===== config.mk =====
export PLATFORM = sky130hd
export DESIGN_NAME = spi_sample_arbiter
export DESIGN_NICKNAME = d
export VERILOG_FILES = /design/src/rtl/spi_sample_arbiter.sv
export SDC_FILE = /design/constraint.sdc
export NUM_CORES = 1
export LEC_CHECK = 0
export ABC_AREA = 1
export BUFFER_PORTS_ARGS = -buffer_cell sky130_fd_sc_hd__buf_2
export CORE_MARGIN = 10
export CORE_UTILIZATION = 40
export DETAILED_ROUTE_END_ITERATION = 8
export PLACE_DENSITY = 0.58
export SLEW_MARGIN = 20
export SYNTH_ARGS = -nofsm -noshare
export SYNTH_HDL_FRONTEND = slang
export SYNTH_SLANG_ARGS = --single-unit

===== constraint.sdc =====
create_clock -name clk -period 5.7 [get_ports clk]
set_input_delay 0.285 -clock clk [delete_from_list [all_inputs] [get_ports clk]]
set_output_delay 0.285 -clock clk [all_outputs]
set_load 0.01 [all_outputs]

===== src/rtl/spi_sample_arbiter.sv =====
`default_nettype none
// ============================================================================
//  Module   : spi_sample_arbiter
//  Purpose  : Shares the single DATA_W-bit SPI_to_USB output word among
//             NUM_CH sample sources. Each source owns a one-deep holding
//             register. A round-robin scheduler presents the next pending
//             sample on data1 with a one-cycle new_Data strobe. It then
//             follows the host chip select to learn when that word has been
//             shifted out.
//  Ports    : clk          system clock (8 MHz)
//             rst          asynchronous active-high reset
//             ch_data      packed samples, channel i at [i*DATA_W +: DATA_W]
//             ch_valid     per-channel single-cycle capture strobe
//             cs           raw SPI chip select, active-low, asynchronous
//             clr_overrun  clears the sticky overrun flags
//             data1        word presented to SPI_to_USB
//             new_Data     one-cycle strobe marking a new data1 value
//             out_chan     channel index of the current data1
//             busy         high whenever the scheduler is not idle
//             overrun      sticky per-channel overwrite flags
//             drop_cnt     (only with ARB_DROP_CNT_EN) saturating count of
//                          overwrites plus abandoned words
//  Options  : define ARB_DROP_CNT_EN to add the drop_cnt output
//  Revision : 1.0 - initial release
// ============================================================================
module spi_sample_arbiter #(
   parameter int NUM_CH  = 4,
   parameter int DATA_W  = 12,
   parameter int CH_W    = 2,
   parameter int TIMEOUT = 4096
) (
   input  logic                     clk,
   input  logic                     rst,
   input  logic [NUM_CH*DATA_W-1:0] ch_data,
   input  logic [NUM_CH-1:0]        ch_valid,
   input  logic                     cs,
   input  logic                     clr_overrun,
   output logic [DATA_W-1:0]        data1,
   output logic                     new_Data,
   output logic [CH_W-1:0]          out_chan,
   output logic                     busy,
   output logic [NUM_CH-1:0]        overrun
`ifdef ARB_DROP_CNT_EN
   ,
   output logic [15:0]              drop_cnt
`endif
);

   localparam int              c_tmo_w    = ($clog2(TIMEOUT) > 0) ? $clog2(TIMEOUT) : 1;
   localparam logic [c_tmo_w-1:0] c_tmo_last = c_tmo_w'(TIMEOUT - 1);
   localparam logic [CH_W:0]   c_num_ch   = (CH_W+1)'(NUM_CH);
   localparam logic [CH_W-1:0] c_last_ch  = CH_W'(NUM_CH - 1);

   typedef enum logic [1:0] {
      S_IDLE  = 2'd0,
      S_LOAD  = 2'd1,
      S_ARMED = 2'd2,
      S_XFER  = 2'd3
   } state_t;

   state_t              r_state;
   state_t              w_state_nxt;

   logic                r_cs_meta;
   logic                r_cs_s;

   logic [DATA_W-1:0]   r_hold [NUM_CH];
   logic [NUM_CH-1:0]   r_pending;
   logic [CH_W-1:0]     r_rr_ptr;
   logic [CH_W-1:0]     r_grant_ch;
   logic [DATA_W-1:0]   r_grant_data;
   logic [c_tmo_w-1:0]  r_tmo_cnt;

   logic                w_any;
   logic [CH_W-1:0]     w_gnt;
   logic [CH_W:0]       w_sum;
   logic                w_grant;
   logic                w_tmo_hit;
   logic [NUM_CH-1:0]   w_sel;
   logic [NUM_CH-1:0]   w_ovw;

   // ---------------------------------------------------------------------
   // cs synchroniser; preset high so a reset never looks like a frame start
   // ---------------------------------------------------------------------
   always_ff @(posedge clk or posedge rst) begin
      if (rst) begin
         r_cs_meta <= 1'b1;
         r_cs_s    <= 1'b1;
      end else begin
         r_cs_meta <= cs;
         r_cs_s    <= r_cs_meta;
      end
   end

   // ---------------------------------------------------------------------
   // Round-robin search: first pending channel at or after r_rr_ptr
   // ---------------------------------------------------------------------
   always_comb begin
      w_any = 1'b0;
      w_gnt = '0;
      w_sum = '0;
      for (int k = 0; k < NUM_CH; k++) begin
         w_sum = {1'b0, r_rr_ptr} + (CH_W+1)'(k);
         if (w_sum >= c_num_ch) begin
            w_sum = w_sum - c_num_ch;
         end
         if (!w_any && r_pending[w_sum[CH_W-1:0]]) begin
            w_any = 1'b1;
            w_gnt = w_sum[CH_W-1:0];
         end
      end
   end

   // ---------------------------------------------------------------------
   // FSM
   // ---------------------------------------------------------------------
   always_ff @(posedge clk or posedge rst) begin
      if (rst) begin
         r_state <= S_IDLE;
      end else begin
         r_state <= w_state_nxt;
      end
   end

   always_comb begin
      w_state_nxt = r_state;
      w_grant     = 1'b0;
      w_tmo_hit   = 1'b0;
      case (r_state)
         S_IDLE: begin
            if (w_any) begin
               w_grant     = 1'b1;
               w_state_nxt = S_LOAD;
            end
         end
         S_LOAD: begin
            w_state_nxt = S_ARMED;
         end
         S_ARMED: begin
            // A host already mid-frame counts: that frame carries the word
            if (!r_cs_s) begin
               w_state_nxt = S_XFER;
            end else if (r_tmo_cnt == c_tmo_last) begin
               w_tmo_hit   = 1'b1;
               w_state_nxt = S_IDLE;
            end
         end
         S_XFER: begin
            if (r_cs_s) begin
               w_state_nxt = S_IDLE;
            end
         end
         default: begin
            w_state_nxt = S_IDLE;
         end
      endcase
   end

   assign busy = (r_state != S_IDLE);

   // ---------------------------------------------------------------------
   // Grant staging and output word. The granted word is copied out of its
   // holding register at grant time so a capture on the same edge cannot
   // replace it before LOAD publishes it.
   // ---------------------------------------------------------------------
   always_ff @(posedge clk or posedge rst) begin
      if (rst) begin
         r_grant_ch   <= '0;
         r_grant_data <= '0;
         r_rr_ptr     <= '0;
         r_tmo_cnt    <= '0;
         data1        <= '0;
         out_chan     <= '0;
         new_Data     <= 1'b0;
      end else begin
         new_Data <= (r_state == S_LOAD);
         if (w_grant) begin
            r_grant_ch   <= w_gnt;
            r_grant_data <= r_hold[w_gnt];
            r_rr_ptr     <= (w_gnt == c_last_ch) ? '0 : w_gnt + 1'b1;
         end
         if (r_state == S_LOAD) begin
            data1     <= r_grant_data;
            out_chan  <= r_grant_ch;
            r_tmo_cnt <= '0;
         end else if ((r_state == S_ARMED) && r_cs_s && !w_tmo_hit) begin
            r_tmo_cnt <= r_tmo_cnt + 1'b1;
         end
      end
   end

   // ---------------------------------------------------------------------
   // Holding registers, pending and overrun flags
   // ---------------------------------------------------------------------
   assign w_sel = w_grant ? ({{(NUM_CH-1){1'b0}}, 1'b1} << w_gnt) : '0;
   // A capture onto a still-pending sample is an overwrite, unless that
   // sample is leaving through a grant on the same edge.
   assign w_ovw = ch_valid & r_pending & ~w_sel;

   always_ff @(posedge clk or posedge rst) begin
      if (rst) begin
         for (int i = 0; i < NUM_CH; i++) begin
            r_hold[i] <= '0;
         end
         r_pending <= '0;
         overrun   <= '0;
      end else begin
         for (int i = 0; i < NUM_CH; i++) begin
            if (ch_valid[i]) begin
               r_hold[i] <= ch_data[i*DATA_W +: DATA_W];
            end
         end
         r_pending <= ch_valid | (r_pending & ~w_sel);
         overrun   <= w_ovw | (clr_overrun ? '0 : overrun);
      end
   end

`ifdef ARB_DROP_CNT_EN
   // ---------------------------------------------------------------------
   // Drop counter: overwrites plus abandoned words, saturating
   // ---------------------------------------------------------------------
   logic [4:0]  w_drop_inc;
   logic [15:0] w_drop_base;
   logic [16:0] w_drop_sum;

   always_comb begin
      w_drop_inc = {4'd0, w_tmo_hit};
      for (int i = 0; i < NUM_CH; i++) begin
         w_drop_inc = w_drop_inc + {4'd0, w_ovw[i]};
      end
      w_drop_base = clr_overrun ? 16'd0 : drop_cnt;
      w_drop_sum  = {1'b0, w_drop_base} + {12'd0, w_drop_inc};
   end

   always_ff @(posedge clk or posedge rst) begin
      if (rst) begin
         drop_cnt <= 16'd0;
      end else begin
         drop_cnt <= w_drop_sum[16] ? 16'hFFFF : w_drop_sum[15:0];
      end
   end
`endif

endmodule
`default_nettype wire


==> results of run 1 <==
-- layout make-up --
| type | count | area, um2 |
|---|---|---|
| well taps | 172 | 215.2 |
| repair buffers | 77 | 396.6 |
| flip-flops and latches | 103 | 2580 |
| inverters | 65 | 255.2 |
| multi-input cells | 408 | 2130 |
| fillers | 1250 | 6695 |
| clock inverters | 5 | 105.1 |
| clock buffers | 11 | 242.7 |
-- state kept, by name, summed over array words and instances, names as in the netlist --
name	cells
new_Data	1
r_tmo_cnt	12
out_chan	2
r_pending	4
r_rr_ptr	2
data1	12
r_grant_data	12
r_cs_meta	1
r_state	2
r_cs_s	1
r_grant_ch	2
overrun	4
r_hold	48
-- Yosys cell counts, types with 7 or more instances --
cell type	number
clkbuf_1	10
dfrtp_1	101
inv_1	58
nand2_1	216
nand2_2	7
nand2_4	7
nand3_1	31
nand3_2	33
nand4_1	13
nor2_1	26
o21ai_0	42
-- worst max-delay path: cells and delay by family, from the launching register on --
family	cells	cell delay, ns
buffers and inverters	2	0.35
AOI/OAI and AO/OA	2	0.35
adders and majority gates	1	0.22
and+or+nand+nor	7	1.43
DFF	1	0.52
-- cell usage in the layout (no fill, tap or decap), types with 2 or more instances in the layout --
master,instances
a21oi_1,2
buf_2,75
bufinv_16,3
clkbuf_16,9
clkinvlp_4,2
dfrtp_1,101
dfstp_2,2
ha_1,3
inv_1,57
inv_2,4
nand2_1,216
nand2_2,7
nand2_4,7
nand3_1,31
nand3_2,33
nand3b_4,2
nand4_1,13
nor2_1,26
nor2_8,3
nor3_1,3
o21ai_0,42
o21ai_1,4
o22ai_1,2
xor2_1,4
-- worst paths after layout --
path,start,end,slack (ns),cells after the start
min in group asynchronous,rst,new_Data,0.42,3
max in group asynchronous,rst,r_rr_ptr[1],4.24,4
min reg2reg,r_cs_meta,r_cs_s,0.36,0
max,r_rr_ptr[0],overrun[3],2.72,12
max reg2reg,r_rr_ptr[0],overrun[3],2.72,12
min,cs,r_cs_meta,0.04,1
-- through the flow --
stage	util (%)	std cells	power [mW]	cell area [um2]	hold slack [ns]
4_1_cts	46.92	841	2.828	5921	0.02919
3_5_place_dp	44.08	824	2.109	5563	0.2373
2_1_floorplan	-	599	1.944	5149	0.2895
5_1_grt	46.95	841	3.010	5924	0.02728
3_3_place_gp	44.08	824	2.064	5563	0.2311
6_report	46.95	841	2.798	5924	0.03873
-- cells by family (layout without fill, tap and decap cells) --
group	Yosys count	after routing	share of synthesized area, %
AO/OA/AOI/OAI	56	56	5.784
buffers and inverters	88	158	8.529
AND/OR/NAND/NOR	345	345	34.17
flip-flops	103	103	50.11
adder cells (fa/ha/maj)	3	3	0.7291
XOR/XNOR	4	4	0.6804
-- per-layer routing --
layer / vias up / wire, um / global-route usage (%)
met5: - / 0 / 0
met4: 0 / 180 / 4.595
met3: 15 / 573 / 3.647
met2: 87 / 5915 / 23.40
met1: 1851 / 5643 / 18.05
li1: 2024 / - / -
-- power by group --
part           switching, mW  leakage (nW)  total, mW  internal, mW
Combinational          0.750          1.73       1.10         0.351
Sequential             0.103          1.27      0.989         0.886
Clock                  0.267         0.162      0.709         0.441
Total                   1.12          3.16       2.80          1.68
==> run summary, run 1 <==
===========================================================================================
Number of buffers inserted during clock tree synthesis                                    9
Post-detailed-placement half-perimeter wirelength                                  9.245 mm
CTS Hold Bufs                                                                             1
Final Hold Vio Count                                                                      0
Pin count of the biggest net entering global routing                                     87
Cell variety after synth                                                                 40
Final-layout setup total negative slack                                                0 ns
Critical path's largest stage delay                                                 0.52 ns
Clock-pin slew on the worst setup and hold paths                                    0.07 ns
Critical path type                                                             flop to flop
Worst path required time                                                            5.95 ns
Data arrival time at the worst-slack endpoint                                       3.23 ns
GRT Overall Usage                                                                    14.31%
Number of global-route vias before repair                                              4130
Number of antenna violations at the first check in global routing                         0
Portion of synthesized cell area occupied by the leading cell type                   49.09%
Leftover overflow at the end of global routing                                            0
Setup repair after global routing missed its margin                                   false
Nets                                                                                    723
Fraction of registers with async set or reset after synthesis                        100.0%
Result of the run                                                              finished, final reports clean
Min-Delay Path Class                                                           primary input to flop
Max cap viols                                                                             0
Full die area                                                                     17810 um2
Final slew viol count                                                                     0
Number of setup violations in the final report                                            0
Power density over the cells                                                   472.3 nW/um2
Die X-Extent                                                                       133.5 um
Sequential share of the synthesized area                                             50.11%
Minimum clock period                                                               2.976 ns
CP startpoint kind                                                                     flop
Cell mode on critical path                                                          nand2_1
Maximum fanout along the worst path                                                      22
Worst voltage drop across the vdd grid                                            0.2126 mV
Ranking of synthesized cells by area                                           dfrtp_1 (49%), nand2_1 (16%), nand3_2 (6.4%), inv_1 (4.2%), o21ai_0 (4.1%)
Worst slew slack as a fraction of its limit                                          41.16%
Routed wire length per instance                                                    14.64 um
Root buf cell                                                                     clkbuf_16
# clock sinks                                                                           103
Critical path endpoint category                                                        flop
Transition time at the pin with the least slew margin                             0.8804 ns
# rows                                                                                   41
Worst skew pair latency                                                             0.35 ns
Slack of the critical path                                                         2.724 ns
Longest Clk Path Bufs                                                                     2
Total wirelength of the detailed-routed design                                     12.31 mm
Share of the clock period used by the worst path                                     52.21%
Synthesized area per cell                                                         8.595 um2
Number of design-rule violations left by the first detailed-router iteration            225
PostCTS Resize Cnt                                                                        0
Final worst clock skew                                                          0.009431 ns
Mapped Area                                                                        5149 um2
Antenna diode instance count                                                              0
Fraction of final layout cells with drive strength greater than 1                    23.17%
Yosys reg bits                                                                          103
Post-route DRC                                                                            0
Synthesized Nets                                                                        658
Leakage power summed over all cells                                                3.157 nW
TritonCTS clock tree                                                                   done
Setup slack after placement                                                        2.779 ns
Total vias in the final route                                                          3977
Achievable frequency                                                              336.0 MHz
Cells along the critical path                                                  inv_2, nand2_1, nand3_1, nand2_1, a21oi_1, nand2_1, nand2_4, inv_2, ha_1, nand2_1, nand2_1, o21ai_0
Chip Height                                                                        133.5 um
Number of H-tree branching levels                                                         3
Count of flip-flops with a built-in enable after synthesis                                0
Master of the slowest instance on the critical path                                 dfrtp_1
Number of setup buffers added after CTS                                                   0
Initial DRT Pass Iterations                                                               4
Starting utilization of the core area                                                40.80%
Post-detailed-route via-to-cell ratio                                                 4.729
Synth Instances                                                                         599
Floorplan Core Area                                                               12620 um2
Number of buffers inserted by port buffering                                             75
Primary FF master, synth                                                            dfrtp_1
Count of nets left with antenna violations after detail routing                           0
Post-synthesis to final-layout area growth                                           15.07%
Routability cong.                                                                    0.8874
Synthesis Warnings                                                                        0
Post-synth top area cell                                                            dfrtp_1
I/O pin cnt                                                                              76
Global-route wire length before repair                                             20.81 mm
===========================================================================================
(Power assumes the default switching activity.)
==> run 2, diff against run 1 <==
PLACE_DENSITY = 0.61   (was 0.58)
clock period = 2.7 ns   (was 5.7 ns; I/O delays follow)
==> run 2 against run 1 <==
Compared with the run above:
- worst setup slack got worse by 2.3 ns
- routed wire length rose by 2.1%
- total power rose by 110%
- maximum frequency rose by 32%
- via count rose by 5.2%
- largest cell class unchanged
- highest routed layer unchanged
==> run summary, run 2 (synthesis results as in run 1) <==
===========================================================================================
Result of the run                                                              finished, final reports clean
Global-route wire length before repair                                             21.22 mm   +2.0%
Number of design-rule violations left by the first detailed-router iteration            301   +34%
Number of global-route vias before repair                                              4285   +3.8%
Clock-pin slew on the worst setup and hold paths                                    0.07 ns   about the same
Critical path endpoint category                                                        flop
Min-Delay Path Class                                                           primary input to flop
Cells along the critical path                                                  inv_2, nand2_1, nand3_2, nand2_4, nor2_8, nand3b_4, clkinv_2, nor2_8, inv_1, ha_1, nand2_1, nand2_1, o21ai_0
Power density over the cells                                                   911.0 nW/um2   +93%
Share of the clock period used by the worst path                                     83.67%   +31 points
Worst skew pair latency                                                             0.36 ns   about the same
Total wirelength of the detailed-routed design                                     12.58 mm   +2.1%
Root buf cell                                                                     clkbuf_16
Worst reg-to-reg setup slack                                                        0.44 ns   -2.28 ns
Critical path type                                                             flop to flop
Number of setup violations in the final report                                            0   unchanged
Max FFs per register                                                                     48   unchanged
Chip Height                                                                        133.5 um   unchanged
Worst slew slack as a fraction of its limit                                          52.41%   +11 points
Final slew viol count                                                                     0   unchanged
Full die area                                                                     17810 um2   unchanged
Worst reg2reg endpoint                                                           overrun[2]
Minimum clock period                                                               2.259 ns   -0.7168 ns
Final Hold Vio Count                                                                      0   unchanged
Number of setup buffers added after CTS                                                   0   unchanged
Final core utilization                                                               49.95%   +3.0 points
Final worst clock skew                                                          0.006613 ns   -0.002818 ns
Post-route DRC                                                                            0   unchanged
Largest reg by FF count                                                              r_hold
Routed wire length per instance                                                    14.18 um   -3.2%
Pin count of the biggest net entering global routing                                     34   -61%
Worst Setup EP                                                                   overrun[2]
Total vias in the final route                                                          4185   +5.2%
Initial DRT Pass Iterations                                                               4   unchanged
Starting utilization of the core area                                                40.80%   unchanged
Floorplan Core Area                                                               12620 um2   unchanged
Fraction of final layout cells with drive strength greater than 1                    22.52%   -0.65 points
Critical path's largest stage delay                                                 0.56 ns   +0.04 ns
Post-synthesis to final-layout area growth                                           22.43%
Setup repair after global routing missed its margin                                   false
Die X-Extent                                                                       133.5 um   unchanged
Data arrival time at the worst-slack endpoint                                       2.54 ns   -0.69 ns
Number of H-tree branching levels                                                         3   unchanged
Max cap viols                                                                             0   unchanged
Number of buffers inserted during clock tree synthesis                                    9   unchanged
Length in cells of the worst reg-to-reg path                                             13   +1
Nets                                                                                    769   +6.4%
Leftover overflow at the end of global routing                                            0   unchanged
Antenna diode instance count                                                              0   unchanged
Worst voltage drop across the vdd grid                                            0.4762 mV   +120%
Post-detailed-route via-to-cell ratio                                                 4.718   -0.23%
Count of fill cells added during filler insertion                                      1251   +0.080%
# clock sinks                                                                           103   unchanged
Commonest non-fill, non-tap cells in the layout                                nand2_1 (216), dfrtp_1 (101), buf_2 (75)
RR Startpoint                                                                   r_rr_ptr[0]
Routability cong.                                                                    0.8583   -3.3%
Master of the slowest instance on the critical path                                 dfrtp_1
Number of antenna violations at the first check in global routing                         0   unchanged
Number of buffers inserted by port buffering                                             75   unchanged
CP startpoint kind                                                                     flop
GRT Overall Usage                                                                    14.66%   +0.35 points
Worst path required time                                                            2.98 ns   -2.97 ns
Commonest non-fill, non-tap cell in the layout                                      nand2_1
Final-layout setup total negative slack                                                0 ns   unchanged
# rows                                                                                   41   unchanged
Count of nets left with antenna violations after detail routing                           0   unchanged
TritonCTS clock tree                                                                   done
Leakage power summed over all cells                                                3.310 nW   +4.8%
Transition time at the pin with the least slew margin                             0.7095 ns   -0.1709 ns
Maximum fanout along the worst path                                                      15   -32%
Post-detailed-placement half-perimeter wirelength                                  9.233 mm   -0.13%
Cell mode on critical path                                                          nand2_1
Achievable frequency                                                              442.7 MHz   +32%
Crit. Startpoint                                                                r_rr_ptr[0]
I/O pin cnt                                                                              76   unchanged
Longest Clk Path Bufs                                                                     2   unchanged
===========================================================================================
## run 2: changes by cell type in the layout (fill, tap and decap cells not counted), sizes merged
cell / change
clkbuf: -2
clkinvlp: +3
bufinv: -3
inv: +1
buf: +5
clkinv: +1
dlygate4sd3: +41
## run 2: critical path, delay by kind of cell (launching register included)
kind                     cells  cell delay [ns]
adder cells (fa/ha/maj)      1             0.20
AO/OA/AOI/OAI                1             0.16
buffers and inverters        3             0.37
flip-flops                   1             0.56
AND/OR/NAND/NOR              8             0.90
## run 2: stage by stage
step	setup slack (ns)	hold slack [ns]	instances	power [mW]	cell area, um2
2_1_floorplan	0.8903	0.1395	599	4.105	5152
6_report	0.4409	0.002168	887	5.742	6304
3_5_place_dp	0.4501	0.2373	829	4.490	5602
4_1_cts	0.4593	0.0001797	887	5.804	6304
5_1_grt	0.2328	0.009125	887	6.206	6304
3_3_place_gp	0.5437	0.2312	829	4.443	5602
## run 2: worst min-delay path by stage
| stage | depth (start not counted) | endpoint | slack [ns] | from |
|---|---|---|---|---|
| finish | 3 | r_hold[22] | 0.002 | ch_data[34] |
| detailed placement | 2 | data1[7] | 0.24 | rst |
| global route | 3 | r_hold[9] | 0.009 | ch_data[45] |
| floorplan | 0 | r_cs_meta | 0.14 | cs |
| CTS | 3 | r_hold[9] | 0.0002 | ch_data[45] |
| global placement | 2 | data1[10] | 0.23 | rst |
## run 2: where the power goes
part | total (mW) | internal [mW] | switching (mW)
Sequential | 2.08 | 1.87 | 0.210
Combinational | 2.41 | 0.810 | 1.60
Clock | 1.25 | 0.633 | 0.615
## run 2: layout make-up
type | count | area, um2 | share of cell area (%)
Clock buffer | 9 | 225.2 | 3.573
Clock inverter | 7 | 56.30 | 0.8932
Inverter | 65 | 256.5 | 4.069
Multi-Input combinational cell | 408 | 2130 | 33.78
Sequential cell | 103 | 2580 | 40.93
Tap cell | 172 | 215.2 | 3.414
Timing Repair Buffer | 123 | 840.8 | 13.34
## run 2: routing by layer
layer	up-vias	global-route usage, %	part of all wire (%)
met2	71	23.54	49
met3	16	3.835	3.7
met1	1989	18.38	46
met4	0	5.804	1.6
li1	2109	-	-
met5	-	0	0
## run 2: repair_timing
| item | 4_1_cts | 5_1_grt |
|---|---|---|
| hold endpoints to repair | 66 | 0 |
| hold buffers | 42 | 0 |
| setup endpoints to repair | 0 | 0 |
| gates resized for setup | 0 | 0 |
